## config.mk

```make
export PLATFORM = sky130hd
export DESIGN_NAME = ps2_rx_ctrl
export DESIGN_NICKNAME = d
export VERILOG_FILES = /design/src/rtl/ps2_pkg.sv /design/src/rtl/ps2_code_fifo.sv /design/src/rtl/ps2_rx_ctrl.sv
export SDC_FILE = /design/constraint.sdc
export NUM_CORES = 1
export LEC_CHECK = 0
export CORE_ASPECT_RATIO = 0.75
export CORE_MARGIN = 2
export CORE_UTILIZATION = 30
export DETAILED_ROUTE_END_ITERATION = 8
export GPL_ROUTABILITY_DRIVEN = 0
export PLACE_DENSITY = 0.57
export RECOVER_POWER = 25
export SKIP_LAST_GASP = 1
export SLEW_MARGIN = 30
export SYNTH_ARGS = -nofsm -noshare
export SYNTH_HDL_FRONTEND = slang
export SYNTH_SLANG_ARGS = --single-unit
export TNS_END_PERCENT = 1
```

## constraint.sdc

```tcl
create_clock -name clk -period 2.4 [get_ports clk]
set_input_delay 0.6 -clock clk [delete_from_list [all_inputs] [get_ports clk]]
set_output_delay 0.6 -clock clk [all_outputs]
set_load 0.01 [all_outputs]
```

## src/rtl/ps2_pkg.sv

```systemverilog
// Shared types and constants for the PS/2 keyboard receive path.
package ps2_pkg;

    // Frame sequencer states; the machine advances only on a keyboard clock fall.
    typedef enum logic [1:0] {
        IDLE   = 2'd0,
        DATA   = 2'd1,
        PARITY = 2'd2,
        STOP   = 2'd3
    } ps2_state_e;

    // Prefix bytes that are folded into flags instead of producing records.
    localparam logic [7:0] PS2_EXT = 8'hE0;
    localparam logic [7:0] PS2_BRK = 8'hF0;

    // One decoded key event as presented to the consumer.
    typedef struct packed {
        logic       ext;
        logic       brk;
        logic [7:0] code;
    } ps2_rec_t;

endpackage

```

## src/rtl/ps2_code_fifo.sv

```systemverilog
// Synchronous record FIFO. DEPTH must be a power of two, at least 2.
// The caller guarantees push only when not full (or together with a pop)
// and pop only when not empty.
module ps2_code_fifo
    import ps2_pkg::*;
#(
    parameter int DEPTH = 4
) (
    input  logic     clk,
    input  logic     rst,
    input  logic     push_i,
    input  logic     pop_i,
    input  ps2_rec_t rec_i,
    output ps2_rec_t rec_o,
    output logic     full_o,
    output logic     empty_o
);

    localparam int AW = $clog2(DEPTH);

    // One extra pointer bit distinguishes full from empty.
    logic [AW:0] wr_ptr_q;
    logic [AW:0] rd_ptr_q;
    ps2_rec_t    mem_q [DEPTH];

    // Pointer advance on each accepted push and pop.
    always_ff @(posedge clk or posedge rst) begin
        if (rst) begin
            wr_ptr_q <= '0;
            rd_ptr_q <= '0;
        end else begin
            if (push_i) wr_ptr_q <= wr_ptr_q + 1'b1;
            if (pop_i)  rd_ptr_q <= rd_ptr_q + 1'b1;
        end
    end

    // Storage array; contents are meaningless while empty so it carries no reset.
    always_ff @(posedge clk) begin
        if (push_i) mem_q[wr_ptr_q[AW-1:0]] <= rec_i;
    end

    assign rec_o   = mem_q[rd_ptr_q[AW-1:0]];
    assign empty_o = (wr_ptr_q == rd_ptr_q);
    assign full_o  = (wr_ptr_q[AW] != rd_ptr_q[AW]) &&
                     (wr_ptr_q[AW-1:0] == rd_ptr_q[AW-1:0]);

endmodule

```

## src/rtl/ps2_rx_ctrl.sv

```systemverilog
// PS/2 keyboard receive controller: frames 11-bit packets from the debounced
// clock/data lines, folds E0/F0 prefixes into flags and buffers records.
// Build option: define PS2_RX_FIFO_EN for a FIFO_DEPTH-entry record FIFO;
// otherwise a single holding register buffers one record.
//
// Output handshake: a record is transferred in any cycle where code_valid and
// code_ready are both 1; while code_valid=1 and no transfer occurs, code_data,
// code_ext and code_brk hold steady; code_ready with code_valid=0 is ignored.
module ps2_rx_ctrl
    import ps2_pkg::*;
#(
    parameter int TIMEOUT_CYCLES = 50000,
    parameter int FIFO_DEPTH     = 4
) (
    input  logic       clk,
    input  logic       rst,
    input  logic       ps2_clk_db,
    input  logic       ps2_data_db,
    output logic [7:0] code_data,
    output logic       code_ext,
    output logic       code_brk,
    output logic       code_valid,
    input  logic       code_ready,
    output logic       err_parity,
    output logic       err_frame,
    output logic       overflow,
    output ps2_state_e state_o
);

    localparam int TW = $clog2(TIMEOUT_CYCLES);
    localparam logic [TW-1:0] TO_LAST = TW'(TIMEOUT_CYCLES - 1);

    ps2_state_e    state_q;
    logic          clk_q;
    logic [2:0]    bit_cnt_q;
    logic [7:0]    shreg_q;
    logic          par_q;
    logic          ext_q;
    logic          brk_q;
    logic [TW-1:0] to_cnt_q;
    logic          push_q;
    ps2_rec_t      push_rec_q;
    logic          err_parity_q;
    logic          err_frame_q;
    logic          overflow_q;

    logic          fall;
    logic          pop;
    logic          wr_en;
    logic          have_rec;
    logic          buf_full;
    ps2_rec_t      head_rec;

    assign fall = clk_q & ~ps2_clk_db;

    // Frame sequencer, timeout, prefix decode and registered error pulses.
    always_ff @(posedge clk or posedge rst) begin
        if (rst) begin
            state_q      <= IDLE;
            clk_q        <= 1'b1;
            bit_cnt_q    <= '0;
            shreg_q      <= '0;
            par_q        <= 1'b0;
            ext_q        <= 1'b0;
            brk_q        <= 1'b0;
            to_cnt_q     <= '0;
            push_q       <= 1'b0;
            push_rec_q   <= '0;
            err_parity_q <= 1'b0;
            err_frame_q  <= 1'b0;
        end else begin
            clk_q        <= ps2_clk_db;
            push_q       <= 1'b0;
            err_parity_q <= 1'b0;
            err_frame_q  <= 1'b0;

            if (fall || state_q == IDLE) to_cnt_q <= '0;
            else                         to_cnt_q <= to_cnt_q + 1'b1;

            if (fall) begin
                case (state_q)
                    IDLE: begin
                        if (!ps2_data_db) begin
                            state_q   <= DATA;
                            bit_cnt_q <= '0;
                        end else begin
                            err_frame_q <= 1'b1;
                        end
                    end
                    DATA: begin
                        shreg_q   <= {ps2_data_db, shreg_q[7:1]};
                        bit_cnt_q <= bit_cnt_q + 3'd1;
                        if (bit_cnt_q == 3'd7) state_q <= PARITY;
                    end
                    PARITY: begin
                        par_q   <= ps2_data_db;
                        state_q <= STOP;
                    end
                    STOP: begin
                        state_q <= IDLE;
                        if (ps2_data_db && (^shreg_q ^ par_q)) begin
                            if (shreg_q == PS2_EXT) begin
                                ext_q <= 1'b1;
                            end else if (shreg_q == PS2_BRK) begin
                                brk_q <= 1'b1;
                            end else begin
                                push_q     <= 1'b1;
                                push_rec_q <= '{ext: ext_q, brk: brk_q, code: shreg_q};
                                ext_q      <= 1'b0;
                                brk_q      <= 1'b0;
                            end
                        end else begin
                            err_parity_q <= 1'b1;
                            ext_q        <= 1'b0;
                            brk_q        <= 1'b0;
                        end
                    end
                    default: state_q <= IDLE;
                endcase
            end else if (state_q != IDLE && to_cnt_q == TO_LAST) begin
                state_q     <= IDLE;
                err_frame_q <= 1'b1;
                ext_q       <= 1'b0;
                brk_q       <= 1'b0;
            end
        end
    end

    assign pop   = have_rec & code_ready;
    assign wr_en = push_q & (~buf_full | pop);

    // Overflow pulse when a finished record meets a full buffer with no pop.
    always_ff @(posedge clk or posedge rst) begin
        if (rst) overflow_q <= 1'b0;
        else     overflow_q <= push_q & buf_full & ~pop;
    end

`ifdef PS2_RX_FIFO_EN
    logic fifo_empty;

    ps2_code_fifo #(
        .DEPTH (FIFO_DEPTH)
    ) u_fifo (
        .clk     (clk),
        .rst     (rst),
        .push_i  (wr_en),
        .pop_i   (pop),
        .rec_i   (push_rec_q),
        .rec_o   (head_rec),
        .full_o  (buf_full),
        .empty_o (fifo_empty)
    );

    assign have_rec = ~fifo_empty;
`else
    logic     hold_valid_q;
    ps2_rec_t hold_rec_q;
    logic [31:0] unused_depth;

    assign unused_depth = FIFO_DEPTH;

    // Single-entry holding register; a write in the same cycle as a pop refills it.
    always_ff @(posedge clk or posedge rst) begin
        if (rst) begin
            hold_valid_q <= 1'b0;
            hold_rec_q   <= '0;
        end else if (wr_en) begin
            hold_valid_q <= 1'b1;
            hold_rec_q   <= push_rec_q;
        end else if (pop) begin
            hold_valid_q <= 1'b0;
        end
    end

    assign have_rec = hold_valid_q;
    assign buf_full = hold_valid_q;
    assign head_rec = hold_rec_q;
`endif

    assign code_valid = have_rec;
    assign code_data  = have_rec ? head_rec.code : 8'h00;
    assign code_ext   = have_rec & head_rec.ext;
    assign code_brk   = have_rec & head_rec.brk;
    assign err_parity = err_parity_q;
    assign err_frame  = err_frame_q;
    assign overflow   = overflow_q;
    assign state_o    = state_q;

endmodule

```

==> Word-level counts from Yosys, hierarchy flattened <==
Cells that the tools add are included.
{ "totals": {"ff_bits": 58, "input_bits": 5, "out_inout_bits": 16, "word_cells": 98} }
{ "op_classes": {"n_addsub": 2, "n_eq_ne": 13, "n_mux": 34, "bitwise": 14, "reduce_logical": 16} }
{ "op_table": {"columns": ["operator", "count"], "rows": [
  ["two-way mux 1 bit", 25],
  ["adder 16 x 1 -> 16 bit, second input constant", 1],
  ["equality test 16 bit, second input constant", 1],
  ["equality test 8 bit, second input constant", 2],
  ["two-way mux 16 bit", 1],
  ["AND reduction 3 bit", 4],
  ["!= test 3 bit, second input constant", 3],
  ["two-way mux 2 bit", 4],
  ["two-way mux 8 bit", 1],
  ["one-hot mux 2 bit (4 select lines)", 1],
  ["nonzero test 2 bit", 4],
  ["parity 8 bit", 1],
  ["bitwise AND 1 bit", 7],
  ["one-hot mux 3 bit (2 select lines)", 1],
  ["NOT 1 bit", 5],
  ["AND reduction 5 bit", 1],
  ["equality test 2 bit, second input constant", 2],
  ["!= test 4 bit, second input constant", 1],
  ["AND reduction 2 bit", 2],
  ["adder 3 x 1 -> 3 bit, second input constant", 1],
  ["equality test 3 bit, second input constant", 1],
  ["two-way mux 3 bit", 1],
  ["equality test 2 x 1 -> 1 bit, second input constant", 1],
  ["logical AND 1 bit", 2],
  ["6 further kinds", 6]
]} }

==> Longest topological paths before layout <==
{ "logic_depth": {"word_depth": 6, "mapped_depth": 8, "ltp_nobuf": 7} }

==> Worst setup path before layout <==
No wires, ideal clock.
{ "synth_path": {"path_kind": "reg-to-reg", "startpoint": "reg shreg_q[1]", "endpoint": "reg push_rec_q[0] in the netlist's numbering", "setup_time_ns": 0.125, "arrival_time_ns": 1.943, "required_ns": 2.275, "setup_slack_ns": 0.332, "stages_incl_launch_ff": 9, "n_path_buf": 1, "period_less_slack_ns": 2.068, "cell_sequence": "dfrtp_1 inv_1 ha_1 xnor3_1 xnor2_1 and2_1 and3_4 buf_12 mux2_4"} }
{ "synth_via": {"elab_chain_len": 4, "word_cells_on_any_way": 8, "classes_between": "eq/ne: 2; bitwise: 3; reduce/logical: 3"} }
{ "synth_rtl": {"columns": ["item", "line", "source"], "rows": [
  ["start: declaration", "ps2_rx_ctrl.sv:36", "logic [7:0] shreg_q;"],
  ["start signal: assignment", "ps2_rx_ctrl.sv:91", "shreg_q <= {ps2_data_db, shreg_q[7:1]};"],
  ["parity 8 bit", "ps2_rx_ctrl.sv:101", "if (ps2_data_db && (^shreg_q ^ par_q)) begin"],
  ["XOR 1 bit", "ps2_rx_ctrl.sv:101", null],
  ["logical AND 1 bit", "ps2_rx_ctrl.sv:101", null],
  ["AND reduction 5 bit (no line) *", null, null],
  ["end signal: assignment", "ps2_rx_ctrl.sv:108", "push_rec_q <= '{ext: ext_q, brk: brk_q, code: shreg_q};"],
  ["end: declaration", "ps2_rx_ctrl.sv:42", "ps2_rec_t push_rec_q;"]
]} }
Mark *: on every way between the ends. The rest lies on a longest branch, timed or not.
A chain may end at the register's enable or synchronous reset.

==> Final worst setup path <==
{ "layout_path": {"startpoint": "reg shreg_q[0]", "endpoint": "reg push_rec_q[9] in the netlist's numbering"} }
Same word-level chain as after synthesis.

==> summary.txt <==
Global routing
  – Gr usage total: 11.6%
  – Largest net degree at the start of global routing: 27
  – First-pass GRT wire length: 8.74 mm
  – Initial antenna violation count: 0
  – Vias in the first global route: around 1800
  – Remaining Overflow, GRT: 0

Synthesis
  – Async S/R FF share, synth: 100%
  – EDFF count, synth: 0
  – Mapped Cells: 232
  – Syn nets: 250
  – Synthesized area: 2720 sq um
  – Area leader, netlist: dfrtp_1
  – Syn Area/Cell: around 12 sq um
  – Netlist cell types: 37
  – Post-synth top area share: about 52%
  – Top FF cell, synth: dfrtp_1
  – Post-synthesis sequential area ratio: 53.3%
  – #FFs+latches synth: 58
  – Leading post-synthesis cells by cell area: dfrtp_1 52%, mux2_2 6.6%, ha_1 6.0%, mux2_4 5.0%, xnor2_1 3.2%
  – Warnings, synthesis: 0

CTS
  – Total CTS buffers: 9
  – Clk Latency, worst-skew pair: 0.32 ns
  – Post-CTS sizing: 0
  – Hold buffers post-CTS: 0
  – CTS tree: done
  – # H-tree levels: 3
  – Clock slew at reported path FFs: 0.06 ns
  – Setup Fix Bufs, Post-CTS: 0
  – CTS max path bufs: 2
  – CTS Root Cell: clkbuf_16
  – Clk sink count: 58

Timing
  – Setup-failing EPs final: 0
  – Clock Skew: 0.00564 ns
  – TNS Setup: 0 ns
  – Crit path time final: 2.20 ns
  – Hold WS: 0.467 ns
  – Unrepaired setup endpoints after global routing: no
  – Rel. slew slack: 36.7%
  – Slew @ Worst Pin: roughly 0.95 ns
  – Max-slew violation count: 0
  – Final Hold Vio Count: 0
  – Max Clk Rate: around 0.45 GHz
  – Crit share post-route: 91.9%

Setup path
  – Critical path peak fanout: 11
  – Crit path max-delay family: XOR/XNOR gates
  – CP endpoint kind: register
  – CP Buf/Inv Count: 1
  – CP Cell Sequence: inv_1 > ha_1 > xnor3_1 > xnor2_1 > and2_1 > and3_4 > mux2_2
  – Max incr delay on CP: 0.39 ns
  – Worst Setup Start Kind: register
  – Slowest CP cell: xnor3_1
  – CP Data Arrival Time: about 2.4 ns
  – Worst path required time: 2.61 ns
  – Critical path type: reg -> reg

Placed design
  – I/O Buffers: 20
  – DP HPWL: 3.47 mm

Routing
  – Pre-antenna DRT Iters: 4
  – Drt drc: 0
  – Iter 0 DRT Violations: 62
  – Via Count: 1729
  – DR vias/cell: 4.57
  – Post-DRT Antenna Nets: 0
  – DR WL/cell: 13.0 um
  – Total Routed Length: slightly below 5 mm

Die
  – I/O pins: 21
  – Initial core utilization: 30.5%
  – Die Footprint: 9870 sq um
  – Core area: between 8000 and 9000 sq um
  – Die Span Y: slightly below 90 um
  – FP Rows: 30
  – Chip width: 114 um

Layout
  – Share of layout cells above drive strength 1: 19.2%
  – # diodes: 0
  – NumNets Final: 279
  – Area growth syn-to-layout: 24.8%
  – Fillers: slightly above 900

Power
  – P_leak: 1.53 nW
  – Peak VDD IR: 444 uV
  – PD cells: 913 nW/um^2

Job
  – Max Cap Viol: 0

Min path
  – Hold Crit Class: reg -> reg

Run status
  – Outcome: finished clean
## Yosys cell counts (2+ instances only)
| cell | instances |
|---|---|
| dfrtp_1 | 57 |
| nor2_1 | 21 |
| mux2_2 | 16 |
| nand2_1 | 15 |
| inv_1 | 14 |
| ha_1 | 13 |
| and2_1 | 12 |
| xnor2_1 | 10 |
| mux2_4 | 9 |
| nand3_1 | 9 |
| o21ai_0 | 9 |
| clkbuf_1 | 5 |
| xor2_1 | 5 |
| nand4_1 | 4 |
| nor3_1 | 4 |
| a32o_1 | 3 |
| a21boi_0 | 2 |
| and3_1 | 2 |
| mux2i_1 | 2 |
| nand2b_1 | 2 |
| or3_1 | 2 |
## cell type report
cell class              count  area [sq um]  share of cell area, %
flip-flops and latches     58          1450                   42.8
clock buffers               9           225                   6.62
repair buffers             25           250                   7.36
clock inverters             7           103                   3.02
inverters                  14          52.6                   1.55
multi-input cells         153          1170                   34.6
well taps                 112           140                   4.12
## layout by cell type (no fill, tap or decap), types with 2 or more instances in the layout
cell	netlist	routed
bufinv_16	0	2
ha_1	13	13
nand2b_1	2	2
nor3_1	4	4
mux2i_1	2	2
nor2_1	21	21
xnor2_1	10	10
clkbuf_16	0	9
dlygate4sd3_1	0	3
o21ai_0	9	9
nand4_1	4	4
and2_1	12	12
clkdlybuf4s50_1	0	17
inv_1	14	14
a21boi_0	2	2
and3_1	2	2
a32o_1	3	3
nand3_1	9	9
xor2_1	5	5
clkinv_4	0	3
mux2_2	16	16
dfrtp_1	57	56
or3_1	2	2
buf_4	0	4
nand2_1	15	15
mux2_4	9	9
## where the power goes
part	total [mW]	switching, mW	leakage, nW	internal [mW]
logic	0.569	0.294	0.581	0.275
registers	1.16	0.0854	0.796	1.07
clock network	1.38	0.459	0.156	0.916
## cell families (layout without fill, tap and decap cells)
logic type,count (synthesis),count (layout),synth area share [%]
compound gates,18,18,4.36
simple gates,79,79,14.8
xor+xnor,16,16,5.65
flops,58,58,53.3
buf+inv,21,55,3.54
mux,27,27,12.3
fa+ha+maj,13,13,5.97
## sequential cells by signal (all words and copies together), names as in the netlist
name / count
bit_cnt_q: 3
brk_q: 1
clk_q: 1
code_valid: 1
err_frame: 1
err_parity: 1
ext_q: 1
head_rec: 10
overflow: 1
par_q: 1
push_q: 1
push_rec_q: 10
shreg_q: 8
state_o: 2
to_cnt_q: 16
## layer usage
metal	GRT usage (%)	up-vias	part of all wire, %	routed length (um)
met1	15.9	846	54	2640
met2	16.7	28	42	2050
met3	4.20	8	3.4	170
li1	-	847	-	-
met5	0	-	0	0
met4	4.43	0	1.3	62
## worst register-to-register path, delay by kind of cell, from the launching register on
kind,cells,cell delay (ns)
flops,1,0.37
xor+xnor,2,0.56
mux,1,0.36
simple gates,2,0.47
buf+inv,1,0.05
fa+ha+maj,1,0.27
## path summary, 6_finish.rpt
path	depth (start not counted)	startpoint	slack, ns	to
setup / recovery	7	shreg_q[0]$_DFFE_PP0P_	0.20	push_rec_q[9]$_DFFE_PP0P_
hold / removal	2	push_q$_DFF_PP0_	0.47	code_valid$_DFFE_PP0P_
setup reg to reg	7	shreg_q[0]$_DFFE_PP0P_	0.20	push_rec_q[9]$_DFFE_PP0P_
hold reg to reg	2	push_q$_DFF_PP0_	0.47	code_valid$_DFFE_PP0P_
max in group asynchronous	3	rst	0.75	shreg_q[1]$_DFFE_PP0P_
min in group asynchronous	2	rst	0.94	head_rec[5]$_DFFE_PP0P_
## per-stage QoR
stage / instance area (sq um) / power, mW / setup WS (ns) / cells / utilization [%]
3_3_place_gp: 3070 / 1.73 / 0.124 / 362 / 34.4
3_5_place_dp: 3070 / 1.75 / 0.101 / 362 / 34.4
2_1_floorplan: 2720 / 1.59 / 0.332 / 232 / -
5_1_grt: 3400 / 3.27 / 0.0857 / 378 / 38.1
4_1_cts: 3400 / 3.15 / 0.0959 / 378 / 38.0
6_report: 3400 / 3.10 / 0.195 / 378 / 38.1
(Power assumes the default switching activity.)
